==> config.mk <==
export PLATFORM = sky130hd
export DESIGN_NAME = ps2_kbd_ascii_flat
export DESIGN_NICKNAME = d
export VERILOG_FILES = /design/src/rtl/ps2_kbd_ascii_pkg.sv /design/src/rtl/ps2_kbd_ascii_if.sv /design/src/rtl/ps2_kbd_ascii_rx_frame.sv /design/src/rtl/ps2_kbd_ascii.sv /design/src/flat_wrapper.sv
export SDC_FILE = /design/constraint.sdc
export NUM_CORES = 1
export LEC_CHECK = 0
export BUFFER_PORTS_ARGS = -buffer_cell sky130_fd_sc_hd__buf_2
export CAP_MARGIN = 20
export CORE_UTILIZATION = 50
export DETAILED_ROUTE_END_ITERATION = 16
export PLACE_DENSITY = 0.67
export SETUP_SLACK_MARGIN = 0.4
export SLEW_MARGIN = 40
export SYNTH_ARGS = -nofsm -noshare
export SYNTH_HDL_FRONTEND = slang
export SYNTH_HIERARCHICAL = 1
export SYNTH_SLANG_ARGS = --single-unit
==> constraint.sdc <==
create_clock -name clk -period 6.53 [get_ports clk]
set_input_delay 0.3265 -clock clk [delete_from_list [all_inputs] [get_ports clk]]
set_output_delay 0.3265 -clock clk [all_outputs]
set_load 0.03 [all_outputs]
==> src/rtl/ps2_kbd_ascii_pkg.sv <==
// rtl/ps2_kbd_ascii_pkg.sv - shared types, scancode constants and Set-2 to ASCII map
// Package kbd_pkg: event codes, prefix/shift scancodes, decoder FSM states,
// sc_to_ascii() returning 8'h00 for keys that have no mapping.
// Optional feature macro: KBD_SHIFT_EN (the shift argument only matters when it is set).
package kbd_pkg;

  typedef enum logic [1:0] {
    KBD_NONE    = 2'b00,
    KBD_PRESS   = 2'b01,
    KBD_RELEASE = 2'b10,
    KBD_REPEAT  = 2'b11
  } kbd_state_t;

  localparam logic [7:0] SC_BREAK  = 8'hF0;
  localparam logic [7:0] SC_EXT    = 8'hE0;
  localparam logic [7:0] SC_LSHIFT = 8'h12;
  localparam logic [7:0] SC_RSHIFT = 8'h59;

  typedef enum logic [1:0] {
    DEC_IDLE,
    DEC_BRK,
    DEC_EXT,
    DEC_EXT_BRK
  } dec_state_t;

  // 8'h00 means "unmapped"; no mapped key produces NUL.
  function automatic logic [7:0] sc_to_ascii(input logic [7:0] code, input logic shift);
    logic [7:0] a;
    a = 8'h00;
    case (code)
      8'h1C: a = 8'h61; 8'h32: a = 8'h62; 8'h21: a = 8'h63; 8'h23: a = 8'h64;
      8'h24: a = 8'h65; 8'h2B: a = 8'h66; 8'h34: a = 8'h67; 8'h33: a = 8'h68;
      8'h43: a = 8'h69; 8'h3B: a = 8'h6A; 8'h42: a = 8'h6B; 8'h4B: a = 8'h6C;
      8'h3A: a = 8'h6D; 8'h31: a = 8'h6E; 8'h44: a = 8'h6F; 8'h4D: a = 8'h70;
      8'h15: a = 8'h71; 8'h2D: a = 8'h72; 8'h1B: a = 8'h73; 8'h2C: a = 8'h74;
      8'h3C: a = 8'h75; 8'h2A: a = 8'h76; 8'h1D: a = 8'h77; 8'h22: a = 8'h78;
      8'h35: a = 8'h79; 8'h1A: a = 8'h7A;
      8'h45: a = 8'h30; 8'h16: a = 8'h31; 8'h1E: a = 8'h32; 8'h26: a = 8'h33;
      8'h25: a = 8'h34; 8'h2E: a = 8'h35; 8'h36: a = 8'h36; 8'h3D: a = 8'h37;
      8'h3E: a = 8'h38; 8'h46: a = 8'h39;
      8'h29: a = 8'h20;
      8'h5A: a = 8'h0D;
      8'h66: a = 8'h08;
      default: a = 8'h00;
    endcase
    // Only letters are affected by shift.
    if (shift && (a >= 8'h61) && (a <= 8'h7A)) a = a - 8'h20;
    return a;
  endfunction

endpackage

==> src/rtl/ps2_kbd_ascii_if.sv <==
// rtl/ps2_kbd_ascii_if.sv - keyboard pins and decoded event bundle
// ps2_clk/ps2_data : raw PS/2 lines from the keyboard (asynchronous)
// kbd_ascii        : ASCII of last event key
// state            : one-cycle event code (none/press/release/repeat)
// scan_code        : last accepted raw byte
// frame_err        : one-cycle pulse on a dropped frame
// master = keyboard/consumer side, slave = ps2_kbd_ascii.
interface ps2_kbd_ascii_if;
  logic       ps2_clk;
  logic       ps2_data;
  logic [7:0] kbd_ascii;
  logic [1:0] state;
  logic [7:0] scan_code;
  logic       frame_err;

  modport master (
    output ps2_clk, ps2_data,
    input  kbd_ascii, state, scan_code, frame_err
  );

  modport slave (
    input  ps2_clk, ps2_data,
    output kbd_ascii, state, scan_code, frame_err
  );
endinterface

==> src/rtl/ps2_kbd_ascii_rx_frame.sv <==
// rtl/ps2_kbd_ascii_rx_frame.sv - PS/2 device-to-host frame receiver (module ps2_rx_frame)
// Ports: clk, clrn (async active-low), ps2_clk/ps2_data (raw, async),
//        data_byte (last good byte), byte_valid (1-cycle), frame_err (1-cycle).
// Frame: start 0, D0..D7 LSB first, odd parity, stop 1; sampled on the
// synchronized ps2_clk falling edge. A stalled partial frame is discarded
// after TIMEOUT_CYCLES idle cycles.
module ps2_rx_frame #(
  parameter int TIMEOUT_CYCLES = 50000,
  parameter int SYNC_STAGES    = 3
) (
  input  logic       clk,
  input  logic       clrn,
  input  logic       ps2_clk,
  input  logic       ps2_data,
  output logic [7:0] data_byte,
  output logic       byte_valid,
  output logic       frame_err
);

  localparam int TW = $clog2(TIMEOUT_CYCLES + 1);

  logic [SYNC_STAGES-1:0] clk_sync;
  logic [SYNC_STAGES-1:0] dat_sync;
  logic                   clk_prev;
  logic                   fall;
  logic                   din;
  logic [3:0]             bit_cnt;
  logic [7:0]             shreg;
  logic                   par;
  logic [TW-1:0]          tcnt;

  assign fall = clk_prev & ~clk_sync[SYNC_STAGES-1];
  assign din  = dat_sync[SYNC_STAGES-1];

  // Lines idle high, so the synchronizers reset to 1 to avoid a false edge.
  always_ff @(posedge clk or negedge clrn) begin
    if (!clrn) begin
      clk_sync <= '1;
      dat_sync <= '1;
      clk_prev <= 1'b1;
    end else begin
      clk_sync <= {clk_sync[SYNC_STAGES-2:0], ps2_clk};
      dat_sync <= {dat_sync[SYNC_STAGES-2:0], ps2_data};
      clk_prev <= clk_sync[SYNC_STAGES-1];
    end
  end

  always_ff @(posedge clk or negedge clrn) begin
    if (!clrn) begin
      bit_cnt    <= 4'd0;
      shreg      <= 8'h00;
      par        <= 1'b0;
      tcnt       <= '0;
      data_byte  <= 8'h00;
      byte_valid <= 1'b0;
      frame_err  <= 1'b0;
    end else begin
      byte_valid <= 1'b0;
      frame_err  <= 1'b0;
      if (fall) begin
        tcnt <= '0;
        if (bit_cnt == 4'd0) begin
          if (din) frame_err <= 1'b1;
          else     bit_cnt   <= 4'd1;
        end else if (bit_cnt <= 4'd8) begin
          shreg   <= {din, shreg[7:1]};
          bit_cnt <= bit_cnt + 4'd1;
        end else if (bit_cnt == 4'd9) begin
          par     <= din;
          bit_cnt <= 4'd10;
        end else begin
          // Stop bit: data plus parity must hold an odd number of ones.
          bit_cnt <= 4'd0;
          if (din && (^{shreg, par})) begin
            data_byte  <= shreg;
            byte_valid <= 1'b1;
          end else begin
            frame_err  <= 1'b1;
          end
        end
      end else if (bit_cnt != 4'd0) begin
        if (tcnt == TW'(TIMEOUT_CYCLES - 1)) begin
          bit_cnt   <= 4'd0;
          tcnt      <= '0;
          frame_err <= 1'b1;
        end else begin
          tcnt <= tcnt + 1'b1;
        end
      end else begin
        tcnt <= '0;
      end
    end
  end

endmodule

==> src/rtl/ps2_kbd_ascii.sv <==
// rtl/ps2_kbd_ascii.sv - PS/2 keyboard front end: Set-2 make/break to ASCII events
// Ports: clk, clrn (async active-low), kbd (ps2_kbd_ascii_if.slave:
//        ps2_clk, ps2_data in; kbd_ascii, state, scan_code, frame_err out).
// Latency: stop bit sampled in cycle N -> event on state in N+2.
// Optional macro KBD_SHIFT_EN: either shift key held turns letters uppercase.
module ps2_kbd_ascii
  import kbd_pkg::*;
#(
  parameter int TIMEOUT_CYCLES = 50000,
  parameter int SYNC_STAGES    = 3
) (
  input  logic           clk,
  input  logic           clrn,
  ps2_kbd_ascii_if.slave kbd
);

  logic [7:0] rx_byte;
  logic       rx_valid;
  logic       rx_err;

  ps2_rx_frame #(
    .TIMEOUT_CYCLES(TIMEOUT_CYCLES),
    .SYNC_STAGES   (SYNC_STAGES)
  ) u_rx (
    .clk       (clk),
    .clrn      (clrn),
    .ps2_clk   (kbd.ps2_clk),
    .ps2_data  (kbd.ps2_data),
    .data_byte (rx_byte),
    .byte_valid(rx_valid),
    .frame_err (rx_err)
  );

  dec_state_t dec;
  kbd_state_t state_r;
  logic [7:0] ascii_r;
  logic [7:0] scan_r;
  logic [7:0] held_code;
  logic       shift_held;
  logic [7:0] ascii;
  logic       mapped;

`ifdef KBD_SHIFT_EN
  logic shift_l;
  logic shift_r;
  assign shift_held = shift_l | shift_r;
`else
  assign shift_held = 1'b0;
`endif

  assign ascii  = sc_to_ascii(rx_byte, shift_held);
  assign mapped = (ascii != 8'h00);

  always_ff @(posedge clk or negedge clrn) begin
    if (!clrn) begin
      dec       <= DEC_IDLE;
      state_r   <= KBD_NONE;
      ascii_r   <= 8'h00;
      scan_r    <= 8'h00;
      held_code <= 8'h00;
`ifdef KBD_SHIFT_EN
      shift_l   <= 1'b0;
      shift_r   <= 1'b0;
`endif
    end else begin
      state_r <= KBD_NONE;
      if (rx_valid) begin
        scan_r <= rx_byte;
        case (dec)
          DEC_IDLE: begin
            if (rx_byte == SC_BREAK) begin
              dec <= DEC_BRK;
            end else if (rx_byte == SC_EXT) begin
              dec <= DEC_EXT;
`ifdef KBD_SHIFT_EN
            end else if (rx_byte == SC_LSHIFT) begin
              shift_l <= 1'b1;
            end else if (rx_byte == SC_RSHIFT) begin
              shift_r <= 1'b1;
`endif
            end else if (mapped) begin
              ascii_r <= ascii;
              if (rx_byte == held_code) begin
                state_r <= KBD_REPEAT;
              end else begin
                state_r   <= KBD_PRESS;
                held_code <= rx_byte;
              end
            end
          end
          DEC_BRK: begin
            dec <= DEC_IDLE;
`ifdef KBD_SHIFT_EN
            if (rx_byte == SC_LSHIFT) begin
              shift_l <= 1'b0;
            end else if (rx_byte == SC_RSHIFT) begin
              shift_r <= 1'b0;
            end else
`endif
            if (mapped) begin
              state_r <= KBD_RELEASE;
              ascii_r <= ascii;
              if (rx_byte == held_code) held_code <= 8'h00;
            end
          end
          // Extended keys (arrows etc.) are swallowed without events.
          DEC_EXT: dec <= (rx_byte == SC_BREAK) ? DEC_EXT_BRK : DEC_IDLE;
          default: dec <= DEC_IDLE;
        endcase
      end
    end
  end

  assign kbd.kbd_ascii = ascii_r;
  assign kbd.state     = state_r;
  assign kbd.scan_code = scan_r;
  assign kbd.frame_err = rx_err;

endmodule
==> src/flat_wrapper.sv <==
// flat-port wrapper written by rule: the top's interface ports become plain ports
module ps2_kbd_ascii_flat import kbd_pkg::*;
#(
  parameter int TIMEOUT_CYCLES = 50000,
  parameter int SYNC_STAGES    = 3
)
  (clk, clrn, kbd_ps2_clk, kbd_ps2_data, kbd_kbd_ascii, kbd_state, kbd_scan_code, kbd_frame_err);
  ps2_kbd_ascii_if kbd_i ();
  input  logic clk;
  input  logic clrn;
  input wire logic [$bits(kbd_i.ps2_clk)-1:0] kbd_ps2_clk;
  input wire logic [$bits(kbd_i.ps2_data)-1:0] kbd_ps2_data;
  output wire logic [$bits(kbd_i.kbd_ascii)-1:0] kbd_kbd_ascii;
  output wire logic [$bits(kbd_i.state)-1:0] kbd_state;
  output wire logic [$bits(kbd_i.scan_code)-1:0] kbd_scan_code;
  output wire logic [$bits(kbd_i.frame_err)-1:0] kbd_frame_err;
  assign kbd_i.ps2_clk = kbd_ps2_clk;
  assign kbd_i.ps2_data = kbd_ps2_data;
  assign kbd_kbd_ascii = kbd_i.kbd_ascii;
  assign kbd_state = kbd_i.state;
  assign kbd_scan_code = kbd_i.scan_code;
  assign kbd_frame_err = kbd_i.frame_err;
  ps2_kbd_ascii #(.TIMEOUT_CYCLES(TIMEOUT_CYCLES), .SYNC_STAGES(SYNC_STAGES)) u_core (.clk(clk), .clrn(clrn), .kbd(kbd_i));
endmodule
==> out/metrics.yaml <==
clock_tree:
  cts_root_buffer: "clkbuf_8"
  clock_latency_ns: 0.35
  cts_setup_buffers: 0
  clkSinkCount: 73
  cts_tree: "built"
  cts_buffer_depth: 2
  cts_inserted_buffers: 9
  ctsHoldBuffers: 0
  htree_levels: 3
  cts.repair.resized: 0
  clkSlewWorstSetupHoldPaths_ns: 0.07
logic_synthesis:
  yosysTopAreaCellShare: 0.3903
  yosys.area.top_type: "dfrtp_1"
  yosysSeqAreaShare: 0.4338
  synth_edf_count: 0
  synth_xor_xnor_area_share: 0.06091
  synth_compound_area_frac: 0.1502
  syn_area_per_cell_um2: 10.32
  ys_ff_latch: 73
  synth_area_leaders: "dfrtp_1, mux2_2, dfstp_2"
  syn_nets: 425
  synthAdderAreaFrac: 0.03253
  synth_cells: 410
  syn_area_um2: 4232
  synthArstFlopShare: 1.000
  ys_types: 75
  synth_warnings: 6
  ys.flop_type: "dfrtp_1"
  synth-simple-area-share: 0.1892
  muxShareOfSynthArea: 0.08427
  synth_top_family_by_area: "simple AND/OR/NAND/NOR gates"
die:
  io_pins: 23
  start_util: 0.5150
  rows: 33
  dieArea_um2: 8835
  die_h_um: 94.00
  fp.dieW_um: 94.00
  coreArea_um2: 8217
worst_setup_path:
  worstSetupPathType: "flip-flop to flip-flop"
  worstReg2RegEnd: "u_core/held_code[3]"
  critPathSlowestCell: "dfrtp_1"
  reg2reg_slack_ns: 3.34
  required_ns: 6.73
  critical_path_arrival_ns: 3.39
  worstPathCellList: "inv_1, ha_1, and2_1, o311ai_1, o32ai_1, a41o_1, or4_4, o211ai_4, o32ai_1"
  path_max_fanout: 13
  cp-start-kind: "flip-flop"
  crit_path_frequent_cell: "o32ai_1"
  path_buf_inv: 1
  r2r_start: "u_core/u_rx/data_byte[1]"
  cp-end-kind: "flip-flop"
  cpPeakStageDelay_ns: 0.63
  cp_top_family: "compound AO/OA/AOI/OAI gates"
  reg2regPathDepth: 9
worst_hold_path:
  hold_path.class: "primary input to asynchronous set/reset pin"
power_and_ir_drop:
  power_frac_clock: 0.233
  leakagePower_nw: 1.998
  max-vdd-ir-drop_uv: 200.8
  p_seq_frac: 0.406
  total_power_mw: 1.565
  p_per_area_nw_per_um2: 341.9
  swShare: 0.3779
  internal_power_uw: 973.4
  p_sw_uw: 591.3
  p_comb_frac: 0.360
placement:
  io_buffers: 21
  place_ws_ns: 3.396
  dp_cells: 517
  placed_area_um2: 4370
  detailed_place_hpwl_um: 6132
  gp_congestion: 0.8919
timing:
  drv_slew: 0
  rsz0062_at_grt: "no"
  min_period_ns: 3.193
  finalSetupViolCount: 0
  setup-tns-final_ns: 0
  finClkSkew_ns: 0.01860
  hold_viol: 0
  slew_headroom: 0.4282
  holdWs_ns: 0.07820
  max_freq_mhz: 313.2
  fin_crit_sh: 0.4889
  finalWorstSetupSlack_ns: 3.337
  worstMarginPinSlew_ns: 0.8577
final_layout:
  fillCellCount: 719
  stdcell_count: 533
  post-route-util: 0.5570
  area_growth_pct: 8.161
  final_layout_size_suffix_gt1_frac: 0.2033
  layout_commonest_cell: "dfrtp_1"
  nets: 438
  design_area_um2: 4577
  n_antenna_cell: 0
  final_cell_mix: "dfrtp_1, mux2_2, nor2_1, inv_1, buf_2"
route:
  dr.max_layer_used: "met4"
  drc: 0
  wl_met3_um: 424
  drt-met1-wl_um: 4575
  vias: 3181
  avgViaCountPerCell: 5.968
  drt_iter0_drc: 282
  totalWireLength_um: 9011
  ant_nets: 0
  met2_length_um: 3832
  drt-wirelength-per-cell_um: 16.91
  first_pass_iters: 5
global_routing:
  grt_overflow_total: 0
  grt_max_degree: 74
  grt_pass1_wl_um: 15390
  track_usage: 0.2272
  first_global_vias: 3028
  antenna_found_initial: 0
run_status:
  outcome: "finished clean"
run:
  max_cap_violations: 0
[final cells by class]
type | count | area [um^2] | share of cell area
clock inverters | 4 | 51.30 | 0.01121
multi-input cells | 292 | 2192 | 0.4789
inverters | 25 | 93.84 | 0.02050
flip-flops and latches | 73 | 1837 | 0.4013
well taps | 105 | 131.4 | 0.02870
clock buffers | 12 | 155.1 | 0.03390
repair buffers | 22 | 116.4 | 0.02542
[registers in the layout, indices dropped and copies added (netlist names), 3 cells and up]
name and cells:
u_core/u_rx/dat_sync 3, u_core/u_rx/data_byte 8, u_core/kbd.kbd_ascii 7, u_core/kbd.scan_code 8, u_core/u_rx/bit_cnt 4, u_core/held_code 8
u_core/u_rx/clk_sync 3, u_core/u_rx/shreg 8, u_core/u_rx/tcnt 16
[per-layer routing]
metal	vias to the layer above	track usage
met5	-	0
met4	0	0.1064
met3	18	0.04045
met2	94	0.3145
met1	1552	0.3408
li1	1517	-
[cells in the mapped netlist (6+ instances only)]
library cell / number
mux2_2: 27
nor2_1: 25
a21oi_1: 16
xnor2_1: 19
nor3_1: 6
inv_1: 22
clkbuf_1: 9
nand4_1: 12
nor2b_1: 12
and2_1: 8
dfrtp_1: 66
dfstp_2: 7
nand2_1: 20
ha_1: 11
o32ai_1: 8
o21ai_0: 18
nand3_1: 10
or3_1: 8
[cells by family after synthesis]
family	Yosys count
simple gates	137
compound gates	86
flops	73
buf+inv	45
mux	31
xor+xnor	26
fa+ha+maj	11
other cells	1
[power groups by stage]
| stage | Combinational (mW) | Clock, mW | Sequential, mW |
|---|---|---|---|
| after global placement | 0.553 | 0 | 0.637 |
| after CTS | 0.559 | 0.374 | 0.632 |
| after floorplan | 0.504 | 0 | 0.573 |
| after global routing | 0.621 | 0.394 | 0.648 |
| after detailed placement | 0.555 | 0 | 0.640 |
| final | 0.564 | 0.365 | 0.636 |
[worst max-delay path by stage]
| stage | from | end | slack, ns | cells after the start |
|---|---|---|---|---|
| 2_1_floorplan | u_core/u_rx/data_byte[0] | u_core/held_code[0] | 3.83 | 10 |
| 6_report | u_core/u_rx/data_byte[1] | u_core/held_code[3] | 3.34 | 9 |
| 4_1_cts | u_core/u_rx/data_byte[1] | u_core/held_code[2] | 3.37 | 9 |
| 5_1_grt | u_core/u_rx/data_byte[1] | u_core/held_code[2] | 3.08 | 9 |
| 3_3_place_gp | u_core/u_rx/data_byte[2] | u_core/held_code[5] | 3.44 | 7 |
| 3_5_place_dp | u_core/u_rx/data_byte[1] | u_core/held_code[2] | 3.40 | 9 |
No activity file was read; power rests on OpenSTA's default activity.
